`src/rtl/shadow_register_bank_pkg.sv`:
```
// Shared types and helpers for the shadow register bank.
package shadow_reg_pkg;

    typedef enum logic {
        S_IDLE    = 1'b0,
        S_PENDING = 1'b1
    } commit_state_e;

    // Channel-select width: enough bits to address n channels, never less than one.
    function automatic int ch_w(input int n);
        return ($clog2(n) < 1) ? 1 : $clog2(n);
    endfunction

endpackage

```
`src/rtl/shadow_register_bank_if.sv`:
```
// Config-side write/commit bus and status/data returned by the shadow register bank.
interface shadow_register_bank_if #(
    parameter int WIDTH  = 4,
    parameter int NUM_CH = 4
);
    import shadow_reg_pkg::*;

    localparam int CH_W = ch_w(NUM_CH);

    logic                    sync_clr;
    logic                    wr_en;
    logic [CH_W-1:0]         wr_ch;
    logic [WIDTH-1:0]        wr_data;
    logic [WIDTH-1:0]        wr_mask;
    logic                    commit;
    logic                    commit_busy;
    logic                    commit_ack;
    logic [NUM_CH-1:0]       dirty;
    logic                    wr_err;
    logic [NUM_CH*WIDTH-1:0] data_out;

    modport master (
        output sync_clr, wr_en, wr_ch, wr_data, wr_mask, commit,
        input  commit_busy, commit_ack, dirty, wr_err, data_out
    );

    modport slave (
        input  sync_clr, wr_en, wr_ch, wr_data, wr_mask, commit,
        output commit_busy, commit_ack, dirty, wr_err, data_out
    );

endinterface

```
`src/rtl/shadow_register_bank_lane.sv`:
```
// One channel: staging (shadow) register, output (active) register and dirty flag.
module shadow_lane_reg #(
    parameter int               WIDTH     = 4,
    parameter logic [WIDTH-1:0] RESET_VAL = '0
) (
    input  logic             clk,
    input  logic             reset,
    input  logic             i_clr,
    input  logic             i_wr_hit,
    input  logic [WIDTH-1:0] i_wr_data,
    input  logic [WIDTH-1:0] i_wr_mask,
    input  logic             i_xfer,
    output logic [WIDTH-1:0] o_active,
    output logic             o_dirty
);

    logic [WIDTH-1:0] r_shadow;
    logic [WIDTH-1:0] r_active;
    logic             r_dirty;

    // Shadow register: merge masked write data; only bits with mask=1 change.
    always_ff @(posedge clk or negedge reset) begin
        if (!reset) begin
            r_shadow <= RESET_VAL;
        end else if (i_clr) begin
            r_shadow <= RESET_VAL;
        end else if (i_wr_hit) begin
            r_shadow <= (r_shadow & ~i_wr_mask) | (i_wr_data & i_wr_mask);
        end else begin
            r_shadow <= r_shadow;
        end
    end

    // Active register: takes the pre-edge shadow value, so a same-edge write waits for the next commit.
    always_ff @(posedge clk or negedge reset) begin
        if (!reset) begin
            r_active <= RESET_VAL;
        end else if (i_clr) begin
            r_active <= RESET_VAL;
        end else if (i_xfer) begin
            r_active <= r_shadow;
        end else begin
            r_active <= r_active;
        end
    end

    // Dirty flag: a write wins over the transfer clear, since that write is not yet active.
    always_ff @(posedge clk or negedge reset) begin
        if (!reset) begin
            r_dirty <= 1'b0;
        end else if (i_clr) begin
            r_dirty <= 1'b0;
        end else if (i_wr_hit) begin
            r_dirty <= 1'b1;
        end else if (i_xfer) begin
            r_dirty <= 1'b0;
        end else begin
            r_dirty <= r_dirty;
        end
    end

    assign o_active = r_active;
    assign o_dirty  = r_dirty;

endmodule

```
`src/rtl/shadow_register_bank.sv`:
```
// NUM_CH channels of masked shadow registers with an atomic all-channel commit.
module shadow_register_bank
    import shadow_reg_pkg::*;
#(
    parameter int               WIDTH     = 4,
    parameter int               NUM_CH    = 4,
    parameter logic [WIDTH-1:0] RESET_VAL = '0
) (
    input  logic                  clk,
    input  logic                  reset,
    shadow_register_bank_if.slave bus
);

    localparam int CH_W = ch_w(NUM_CH);

    commit_state_e           r_state;
    commit_state_e           w_state_next;
    logic                    w_xfer;
    logic                    w_ch_ok;
    logic                    w_wr_legal;
    logic                    w_wr_illegal;
    logic [NUM_CH-1:0]       w_wr_hit;
    logic [NUM_CH-1:0]       w_dirty;
    logic [NUM_CH*WIDTH-1:0] w_data;
    logic                    r_ack;
    logic                    r_err;

    // Commit FSM next state; the transfer happens on every edge spent in S_PENDING unless cleared.
    always_comb begin
        w_state_next = r_state;
        w_xfer       = 1'b0;
        if (bus.sync_clr) begin
            w_state_next = S_IDLE;
        end else begin
            case (r_state)
                S_IDLE: begin
                    w_state_next = bus.commit ? S_PENDING : S_IDLE;
                end
                S_PENDING: begin
                    w_xfer       = 1'b1;
                    w_state_next = bus.commit ? S_PENDING : S_IDLE;
                end
                default: begin
                    w_state_next = S_IDLE;
                end
            endcase
        end
    end

    // Channel decode: legal writes hit exactly one lane, out-of-range channels only flag an error.
    always_comb begin
        w_ch_ok      = (32'(bus.wr_ch) < NUM_CH);
        w_wr_legal   = bus.wr_en && !bus.sync_clr && w_ch_ok;
        w_wr_illegal = bus.wr_en && !bus.sync_clr && !w_ch_ok;
        w_wr_hit     = '0;
        for (int i = 0; i < NUM_CH; i++) begin
            w_wr_hit[i] = w_wr_legal && (bus.wr_ch == CH_W'(i));
        end
    end

    // Commit FSM state register.
    always_ff @(posedge clk or negedge reset) begin
        if (!reset) begin
            r_state <= S_IDLE;
        end else begin
            r_state <= w_state_next;
        end
    end

    // Registered one-cycle pulses: ack after each transfer edge, error after an illegal write.
    always_ff @(posedge clk or negedge reset) begin
        if (!reset) begin
            r_ack <= 1'b0;
            r_err <= 1'b0;
        end else begin
            r_ack <= w_xfer;
            r_err <= w_wr_illegal;
        end
    end

    for (genvar g = 0; g < NUM_CH; g++) begin : g_lane
        shadow_lane_reg #(
            .WIDTH     (WIDTH),
            .RESET_VAL (RESET_VAL)
        ) u_lane (
            .clk       (clk),
            .reset     (reset),
            .i_clr     (bus.sync_clr),
            .i_wr_hit  (w_wr_hit[g]),
            .i_wr_data (bus.wr_data),
            .i_wr_mask (bus.wr_mask),
            .i_xfer    (w_xfer),
            .o_active  (w_data[g*WIDTH +: WIDTH]),
            .o_dirty   (w_dirty[g])
        );
    end

    assign bus.commit_busy = (r_state == S_PENDING);
    assign bus.commit_ack  = r_ack;
    assign bus.wr_err      = r_err;
    assign bus.dirty       = w_dirty;
    assign bus.data_out    = w_data;

endmodule

```
`src/flat_wrapper.sv`:
```
// flat-port wrapper written by rule: the top's interface ports become plain ports
module shadow_register_bank_flat import shadow_reg_pkg::*;
#(
    parameter int               WIDTH     = 4,
    parameter int               NUM_CH    = 4,
    parameter logic [WIDTH-1:0] RESET_VAL = '0
)
  (clk, reset, bus_sync_clr, bus_wr_en, bus_wr_ch, bus_wr_data, bus_wr_mask, bus_commit, bus_commit_busy, bus_commit_ack, bus_dirty, bus_wr_err, bus_data_out);
  shadow_register_bank_if #(.WIDTH(WIDTH), .NUM_CH(NUM_CH)) bus_i ();
  input  logic clk;
  input  logic reset;
  input wire logic [$bits(bus_i.sync_clr)-1:0] bus_sync_clr;
  input wire logic [$bits(bus_i.wr_en)-1:0] bus_wr_en;
  input wire logic [$bits(bus_i.wr_ch)-1:0] bus_wr_ch;
  input wire logic [$bits(bus_i.wr_data)-1:0] bus_wr_data;
  input wire logic [$bits(bus_i.wr_mask)-1:0] bus_wr_mask;
  input wire logic [$bits(bus_i.commit)-1:0] bus_commit;
  output wire logic [$bits(bus_i.commit_busy)-1:0] bus_commit_busy;
  output wire logic [$bits(bus_i.commit_ack)-1:0] bus_commit_ack;
  output wire logic [$bits(bus_i.dirty)-1:0] bus_dirty;
  output wire logic [$bits(bus_i.wr_err)-1:0] bus_wr_err;
  output wire logic [$bits(bus_i.data_out)-1:0] bus_data_out;
  assign bus_i.sync_clr = bus_sync_clr;
  assign bus_i.wr_en = bus_wr_en;
  assign bus_i.wr_ch = bus_wr_ch;
  assign bus_i.wr_data = bus_wr_data;
  assign bus_i.wr_mask = bus_wr_mask;
  assign bus_i.commit = bus_commit;
  assign bus_commit_busy = bus_i.commit_busy;
  assign bus_commit_ack = bus_i.commit_ack;
  assign bus_dirty = bus_i.dirty;
  assign bus_wr_err = bus_i.wr_err;
  assign bus_data_out = bus_i.data_out;
  shadow_register_bank #(.WIDTH(WIDTH), .NUM_CH(NUM_CH), .RESET_VAL(RESET_VAL)) u_core (.clk(clk), .reset(reset), .bus(bus_i));
endmodule
```
`config.mk`:
```
export PLATFORM = sky130hd
export DESIGN_NAME = shadow_register_bank_flat
export DESIGN_NICKNAME = d
export VERILOG_FILES = /design/src/rtl/shadow_register_bank_pkg.sv /design/src/rtl/shadow_register_bank_if.sv /design/src/rtl/shadow_register_bank_lane.sv /design/src/rtl/shadow_register_bank.sv /design/src/flat_wrapper.sv
export SDC_FILE = /design/constraint.sdc
export NUM_CORES = 1
export LEC_CHECK = 0
export CORE_ASPECT_RATIO = 2
export CORE_MARGIN = 3
export CORE_UTILIZATION = 54
export DETAILED_ROUTE_END_ITERATION = 8
export GPL_TIMING_DRIVEN = 0
export HOLD_SLACK_MARGIN = 0.08
export PLACE_DENSITY_LB_ADDON = 0.2
export SLEW_MARGIN = 10
export SYNTH_ARGS = -nofsm -noshare
export SYNTH_HDL_FRONTEND = slang
export SYNTH_SLANG_ARGS = --single-unit
```
`constraint.sdc`:
```
create_clock -name clk -period 1.4 [get_ports clk]
set_input_delay 0.21 -clock clk [delete_from_list [all_inputs] [get_ports clk]]
set_output_delay 0.21 -clock clk [all_outputs]
set_load 0.005 [all_outputs]
```
==> Word-level counts from Yosys, hierarchy flattened <==
Cells that the tools add are included.
{ "classes": {"mux": 29, "n_reduce_logical": 16, "n_eq_ne": 3, "addsub": 0, "magnitude_cmp": 0, "n_bitwise": 10, "shift": 0, "multipliers": 0, "div_mod_pow": 0} }
{ "op_table": {"columns": ["operator", "n"], "rows": [
  ["$mux W4", 16],
  ["$and A4 B4 Y4", 5],
  ["$or A4 B4 Y4", 4],
  ["$mux W1", 13],
  ["$reduce_bool A3 Y1", 4],
  ["$reduce_bool A2 Y1", 5],
  ["$logic_and A1 B1 Y1", 5],
  ["$eq A2 B2 Y1 const B", 2],
  ["$not A4 Y4", 1],
  ["$eq A2 B1 Y1 const B", 1],
  ["$logic_not A2 Y1", 1],
  ["$logic_not A1 Y1", 1]
]} }
{ "word_totals": {"elab_cells": 72, "reg_bits": 38, "latch_bits": 0, "output_inout_bits": 23, "mem_count": 0, "ramBits": 0, "mem_bits_ro": 0} }

==> Longest topological paths before layout <==
{ "logic_depth": {"word_depth": 5, "depth_mapped": 4} }

==> Modules after synthesis <==
A second synthesis with hierarchy kept.
{ "hier_totals": {"cells_unflattened": 150, "hier_area_um2": 1746.7} }
{ "modules_own_cells": {"columns": ["module", "instances", "cells_each", "area_per_inst_um2"], "rows": [
  ["shadow_lane_reg (u_core.g_lane[1].u_lane ...)", 3, 35, 402.9],
  ["shadow_lane_reg (u_core.g_lane[0].u_lane)", 1, 35, 407.9],
  ["shadow_register_bank", 1, 10, 130.1]
]} }

==> Least setup slack after synthesis <==
OpenSTA, ideal clock, no wires.
{ "synth_path": {"path_kind": "register to register", "start": "register u_core.r_state, in the netlist u_core.bus.commit_busy", "end": "register u_core.g_lane[0].u_lane.r_active[0]", "setup_ns": 0.121, "t_arrival_ns": 0.851, "period_less_slack_ns": 0.972, "path_stages_with_launch": 4, "t_required_ns": 1.279, "path_buffers": 1, "path_slack_ns": 0.428, "cell_sequence": "dfrtp_1 buf_2 mux2i_1 nor2_1"} }
{ "synth_between": {"elab_chain_len": 3} }
{ "synth_lines": {"columns": ["element", "line_no", "source"], "rows": [
  ["from (decl)", "shadow_register_bank.sv:16", "commit_state_e r_state;"],
  ["from (signal assigned)", "shadow_register_bank.sv:66", "r_state <= w_state_next;"],
  ["$mux W1", "shadow_register_bank.sv:35", "case (r_state)"],
  ["$mux W1", "shadow_register_bank.sv:32", "if (bus.sync_clr) begin"],
  ["$reduce_bool A2 Y1 (no source line)", null, null],
  ["to (signal assigned)", "shadow_register_bank_lane.sv:41", "r_active <= r_shadow;"],
  ["to (signal assigned)", "shadow_register_bank_lane.sv:43", "r_active <= r_active;"],
  ["to (decl)", "shadow_register_bank_lane.sv:18", "logic [WIDTH-1:0] r_active;"]
]} }
Every way passes these cells.
A chain may end at the register's enable or synchronous reset.

==> Worst setup path in the final report <==
{ "layout_path": {"start": "register u_core.g_lane[2].u_lane.r_active[2]", "end": "output bus_data_out[10]"} }
{ "layout_lines": {"columns": ["element", "line_no", "source"], "rows": [
  ["from (decl)", "shadow_register_bank_lane.sv:18", null],
  ["from (signal assigned)", "shadow_register_bank_lane.sv:41", null],
  ["from (signal assigned)", "shadow_register_bank_lane.sv:43", null],
  ["to (decl)", "flat_wrapper.sv:22", "output wire logic [$bits(bus_i.data_out)-1:0] bus_data_out;"]
]} }
No word-level cell between the ends.

==> impl_metrics.py <==
metrics = {
    "layout": {
        "synthToLayoutAreaGrowth_pct": 29.5,
        "seq_area_sq_um": 951,
        "drive_gt1_share_pct": 16.7,
        "fin_cells": 234,
        "final_util_pct": 73.5,
        "n_antenna_cell": 0,
        "multi_input_area_sq_um": 744,
        "final_area_sq_mm": 0.00235,
        "nNetsFinal": 217,
        "num-fill-cells": 251,
    },
    "run": {
        "max-cap-violations": 0,
    },
    "placed_design": {
        "io_buffers": 36,
        "post_dp_cell_area_sq_mm": 0.00221,
        "place_congestion": 0.774,
        "hpwl_um": 2820,
        "post-place-ws_ps": -68.7,
        "dpl.cell_count": 221,
    },
    "clocking": {
        "clock_latency_ps": 290,
        "cts_buffer_depth": 2,
        "cts_buffers": 5,
        "root_buffer": "clkbuf_8",
        "htree_levels": 2,
        "clkTransAtPathRegs_ps": 80,
        "cts_sinks": 38,
        "tritoncts": "built",
    },
    "synth": {
        "ys_types": 18,
        "synth-seq-cells": 38,
        "yosysWarnings": 0,
        "yosysSeqAreaShare_pct": 52.5,
        "netlist_instances": 154,
        "synth_nets": 169,
        "synth_area_sq_mm": 0.00181,
        "avgSynthCellArea_sq_um": 11.8,
    },
    "sta": {
        "finalSetupViolCount": 0,
        "fin_ws_ps": 28.8,
        "fin_crit_ps": 1370,
        "clock.fmax_ghz": 0.729,
        "worst_slew_pin_slew_ps": 830,
        "hold_viol_final": 0,
        "slew_headroom_pct": 44.7,
        "fin_skew_ps": 9.92,
        "slew_viol_final": 0,
        "period_share_pct": 97.9,
    },
    "route": {
        "dr_total_vias": 1322,
        "drt_iter0_markers": 30,
        "routed_wl_um": 3880,
        "viasPerCell": 5.65,
        "routedWlPerCell_um": 16.6,
        "drt_pass1_iterations": 3,
        "ant_nets": 0,
        "drc": 0,
    },
    "min_path": {
        "worst_hold_path.num_cells": 2,
        "hold_class": "primary input to flop",
        "hold-path-endpoint": "u_core.bus.commit_busy",
        "hold_path_startpoint": "bus_commit",
    },
    "floorplan": {
        "rows": 29,
        "die_w_um": 47.0,
        "fp.dieH_um": 87.9,
        "start_util_pct": 56.7,
        "ios": 38,
        "core-area_sq_mm": 0.00319,
        "die_area_sq_mm": 0.00413,
    },
    "grt": {
        "grtUsageTotal_pct": 22.1,
        "overflow": 0,
        "grt_pass1_vias": 1477,
        "grt_start_max_net_pins": 39,
        "grt_first_pass_wirelength_um": 6530,
        "antenna_found_initial": 0,
    },
    "worst_setup_path": {
        "crit_arrival_ps": 1160,
        "r2r-start": "u_core.bus.commit_busy",
        "reg2reg_depth": 4,
        "cp.required_ps": 1190,
        "crit_chain": "clkdlybuf4s50_1",
        "path_buf_inv": 1,
        "r2r_slack_ps": 210,
        "reg2reg_to": "u_core.g_lane[0].u_lane.o_active[2]",
        "path_depth": 1,
        "critPathCaptureType": "output port",
        "start_kind": "flop",
        "path_delay_family": "buffers and inverters",
        "critPathKind": "flop to output port",
        "crit_fanout": 2,
        "crit_slowest_cell": "clkdlybuf4s50_1",
        "critPathMaxStageDelay_ps": 510,
    },
    "power": {
        "swShare_pct": 23.9,
        "p_int_uw": 1640,
        "p_clk_share_pct": 36.2,
        "powerDensity_mw_per_mm2": 920,
        "leakage_uw": 0.00122,
        "power_frac_comb_pct": 11.5,
        "ir_drop_mv": 1.06,
        "switchingPower_uw": 516,
        "seq_power_share_pct": 52.3,
    },
    "status": {
        "status": "finished, final reports clean",
    },
}
[worst reg2reg max path: cells and delay by family (launching register included)]
family,cells,cell delay (ps)
muxes,1,260
buffers and inverters,2,400
DFF,1,350
and+or+nand+nor,1,60
[worst max-delay path by stage]
stage | startpoint | to
floorplan | u_core.bus.commit_busy | u_core.g_lane[0].u_lane.o_active[0]
global placement | reset | u_core.g_lane[1].u_lane.o_active[0]
detailed placement | bus_wr_en | u_core.g_lane[2].u_lane.r_shadow[1]
CTS | u_core.g_lane[2].u_lane.o_active[2] | bus_data_out[10]
global route | u_core.g_lane[2].u_lane.o_active[2] | bus_data_out[10]
finish | u_core.g_lane[2].u_lane.o_active[2] | bus_data_out[10]
[cells by family after synthesis]
group                  Yosys count  share of synthesized area, %
DFF                             38                          52.5
other                            1                         0.207
and+or+nand+nor                 62                          21.9
muxes                           32                          17.7
buffers and inverters           17                          6.42
AOI/OAI and AO/OA                4                          1.31
[synthesized netlist by cell type]
| library cell | count | share of area [%] |
|---|---|---|
| a21oi_1 | 3 | 0.83 |
| a21oi_2 | 1 | 0.48 |
| and4bb_2 | 4 | 2.8 |
| buf_2 | 6 | 1.7 |
| buf_4 | 8 | 3.3 |
| buf_6 | 2 | 1.2 |
| clkbuf_1 | 1 | 0.21 |
| conb_1 | 1 | 0.21 |
| dfrtp_1 | 38 | 52 |
| mux2i_1 | 32 | 18 |
| nand2b_1 | 24 | 8.3 |
| nand3_1 | 1 | 0.28 |
| nand3b_1 | 2 | 0.83 |
| nand4_1 | 4 | 1.4 |
| nand4b_1 | 8 | 3.9 |
| nor2_1 | 16 | 3.3 |
| nor2b_1 | 2 | 0.69 |
| or3b_1 | 1 | 0.48 |
[placed cells by master, fill, tap and decap left out, types with 2 or more instances in the layout]
cell,synthesis,final
buf_6,2,2
a21oi_1,3,3
dfrtp_1,38,38
dlymetal6s2s_1,0,6
clkbuf_8,0,6
and4bb_2,4,4
mux2i_1,32,32
nand4b_1,8,8
buf_4,8,13
nand3b_1,2,2
nor2_1,16,16
nor2b_1,2,2
buf_2,6,7
dlygate4sd2_1,0,3
clkdlybuf4s50_1,0,25
nand2b_1,24,24
nand4_1,4,4
clkbuf_1,1,2
[sequential cells by signal, indices dropped and copies added (netlist names)]
signal,cells
u_core.g_lane.u_lane.o_active,16
u_core.bus.commit_busy,1
u_core.g_lane.u_lane.o_dirty,4
u_core.g_lane.u_lane.r_shadow,16
u_core.bus.commit_ack,1
[timing repair]
| action | in CTS | in global routing |
|---|---|---|
| gates resized for setup | 4 | 6 |
| setup buffers | 3 | 1 |
| hold buffers | 1 | 0 |
| hold endpoints to repair | 38 | 0 |
| endpoints found under the setup margin | 5 | 7 |
| pin swaps | 0 | 0 |
[per-stage QoR]
step                power, uW  hold slack, ps  TNS, ps
floorplan                1280           -85.6        0
finish                   2160             466        0
global route             2230             486    -10.6
CTS                      2170             477        0
detailed placement       1400             355    -1410
global placement         1390             500   -26560
[per-layer routing]
| metal | share of wire [%] | GRT usage [%] | vias to the layer above |
|---|---|---|---|
| met5 | 0 | 0 | - |
| met4 | 2.9 | 9.82 | 0 |
| met3 | 4.5 | 4.32 | 12 |
| met2 | 55 | 37.2 | 36 |
| met1 | 38 | 25.9 | 656 |
| li1 | - | - | 618 |
[power groups by stage]
stage	Combinational [uW]	Sequential [uW]	Clock (uW)
6_report	249	1130	782
5_1_grt	271	1130	833
4_1_cts	252	1130	788
3_5_place_dp	245	1150	0
3_3_place_gp	239	1150	0
2_1_floorplan	128	1150	0
[final cells by class]
type	count	area share, %
clock buffer	7	3.68
buffer	17	4.96
multi-input combinational	99	31.7
sequential	38	40.5
tap	31	1.65
timing repair buffer	41	17.2
clock inverter	1	0.213
No activity file was read; power rests on OpenSTA's default activity.
==> edit, RTL diff (same flow settings) <==
`NUM_CH` is set to 4 in 3 places; all go to 5.
--- a/src/rtl/shadow_register_bank_if.sv
+++ b/src/rtl/shadow_register_bank_if.sv
@@ -1,7 +1,7 @@
 // Config-side write/commit bus and status/data returned by the shadow register bank.
 interface shadow_register_bank_if #(
     parameter int WIDTH  = 4,
-    parameter int NUM_CH = 4
+    parameter int NUM_CH = 5
 );
     import shadow_reg_pkg::*;
 
--- a/src/rtl/shadow_register_bank.sv
+++ b/src/rtl/shadow_register_bank.sv
@@ -3,7 +3,7 @@
     import shadow_reg_pkg::*;
 #(
     parameter int               WIDTH     = 4,
-    parameter int               NUM_CH    = 4,
+    parameter int               NUM_CH    = 5,
     parameter logic [WIDTH-1:0] RESET_VAL = '0
 ) (
     input  logic                  clk,
--- a/src/flat_wrapper.sv
+++ b/src/flat_wrapper.sv
@@ -2,7 +2,7 @@
 module shadow_register_bank_flat import shadow_reg_pkg::*;
 #(
     parameter int               WIDTH     = 4,
-    parameter int               NUM_CH    = 4,
+    parameter int               NUM_CH    = 5,
     parameter logic [WIDTH-1:0] RESET_VAL = '0
 )
   (clk, reset, bus_sync_clr, bus_wr_en, bus_wr_ch, bus_wr_data, bus_wr_mask, bus_commit, bus_commit_busy, bus_commit_ack, bus_dirty, bus_wr_err, bus_data_out);
Ports: changed (resized bus_data_out, bus_dirty and bus_wr_ch); port bits go from 38 to 44. The function was not compared with the original's and may differ.
==> edit against the unedited design <==
  * Register-to-register slack got worse by 90 ps
  * Critical endpoint is now u_core.g_lane[3].u_lane.r_shadow[3]$_DFFE_PN0P_
  * Total power increased by 16%
  * Largest cell class unchanged
  * Highest routed layer unchanged
  * Maximum frequency decreased by 0.91%
  * Hold slack got worse by 260 ps
  * Routed wire length increased by 22%
  * Final area increased by 20%
  * Setup slack got worse by 13 ps
  * Sequential cell count increased by 10
  * Synthesized area increased by 16%
==> edit: results (changes against the unedited design) <==
Setup crit end u_core.g_lane[3].u_lane.r_shadow[3]$_DFFE_PN0P_; First-pass DRT Iterations 4 (+1); fillers 242 (-3.6%); Clock Skew 5.56 ps (-4.37 ps); first-pass GRT wire length 7430 um (+14%); syn_area_per_cell 12.1 um^2 (+3.0%); Worst Tran Pin Value 485 ps (-345 ps); top post-synthesis cells by count dfrtp_1, nor2_1, mux2i_1, nand2_1, a32o_1; largest cells by area after synthesis dfrtp_1, mux2i_1, a32o_1; Post-Place Cells 264 (+19%); Crit. Startpoint bus_wr_en; period utilisation layout 98.8% (+0.90 points); final WL 4740 um (+22%); nets 250 (+15%); Detail Placement HPWL 3400 um (+21%); DRT iter0 DRCs 39 (+30%); Critical Path Fanout Max 9 (+7); sequential area share after synthesis 57.3% (+4.8 points); outcome finished, final reports clean; DR vias 1579 (+19%); switching portion of total power 23.1% (-0.77 points); Leak 0.00157 uW (+29%); Syn Nets 189 (+12%); IR drop worst, VDD 0.000963 V (-9.0%); fin cells 284 (+21%); Worst R2R End u_core.g_lane[1].u_lane.o_active[2]$_DFFE_PN0P_; hold_sp bus_sync_clr; flop2flop setup slack 120 ps (-90 ps); fraction of layout cells with a size suffix above 1 18.7% (+2.0 points); worst slack, placed -582 ps (-513 ps)
-- edit: layout make-up --
| cell class | count | area (um^2) | area share (%) |
|---|---|---|---|
| inverter | 1 | 3.75 | 0.133 |
| sequential | 48 | 1200 | 42.6 |
| buffer | 15 | 95.1 | 3.37 |
| clock buffer | 8 | 90.1 | 3.20 |
| timing repair buffer | 54 | 543 | 19.3 |
| multi-input combinational | 109 | 825 | 29.2 |
| tap | 49 | 61.3 | 2.17 |
-- edit: per-stage QoR --
step | hold WS [ps] | total power [uW]
after floorplan | -85.6 | 1550
after global placement | 465 | 1670
after detailed placement | 102 | 1680
after CTS | 200 | 2510
after global routing | 208 | 2600
final | 210 | 2500
-- edit: kinds of logic (layout without fill, tap and decap cells) --
family,after synthesis,in the layout,synth area share (%)
DFF,48,48,57.3
AOI/OAI and AO/OA,23,23,10.6
muxes,22,22,10.6
and+or+nand+nor,64,64,17.4
buffers and inverters,16,78,4.12
-- edit: what timing repair did --
item	CTS	global route
hold buffers	1	0
endpoints found under the setup margin	27	29
gates resized for setup	12	15
hold endpoints to repair	13	0
buffers inserted	0	11
-- edit: critical path: stages --
cell             delay (ps)
clkdlybuf4s15_1         330
or3b_4                  490
nor2_1                  190
mux2_2                  350
-- edit: power groups by stage --
stage               combinational, uW  clock [uW]  sequential, uW
global route                      279         905            1410
finish                            256         830            1410
CTS                               251         851            1410
detailed placement                246           0            1440
floorplan                         115           0            1440
global placement                  235           0            1440
-- edit: routing by layer --
| metal | routed length (um) | GRT usage [%] | part of all wire (%) | vias up |
|---|---|---|---|---|
| met4 | 200 | 13.9 | 4.2 | 0 |
| met5 | 0 | 0 | 0 | - |
| li1 | - | - | - | 740 |
| met1 | 1810 | 23.3 | 38 | 780 |
| met3 | 231 | 5.56 | 4.9 | 12 |
| met2 | 2490 | 35.7 | 53 | 47 |
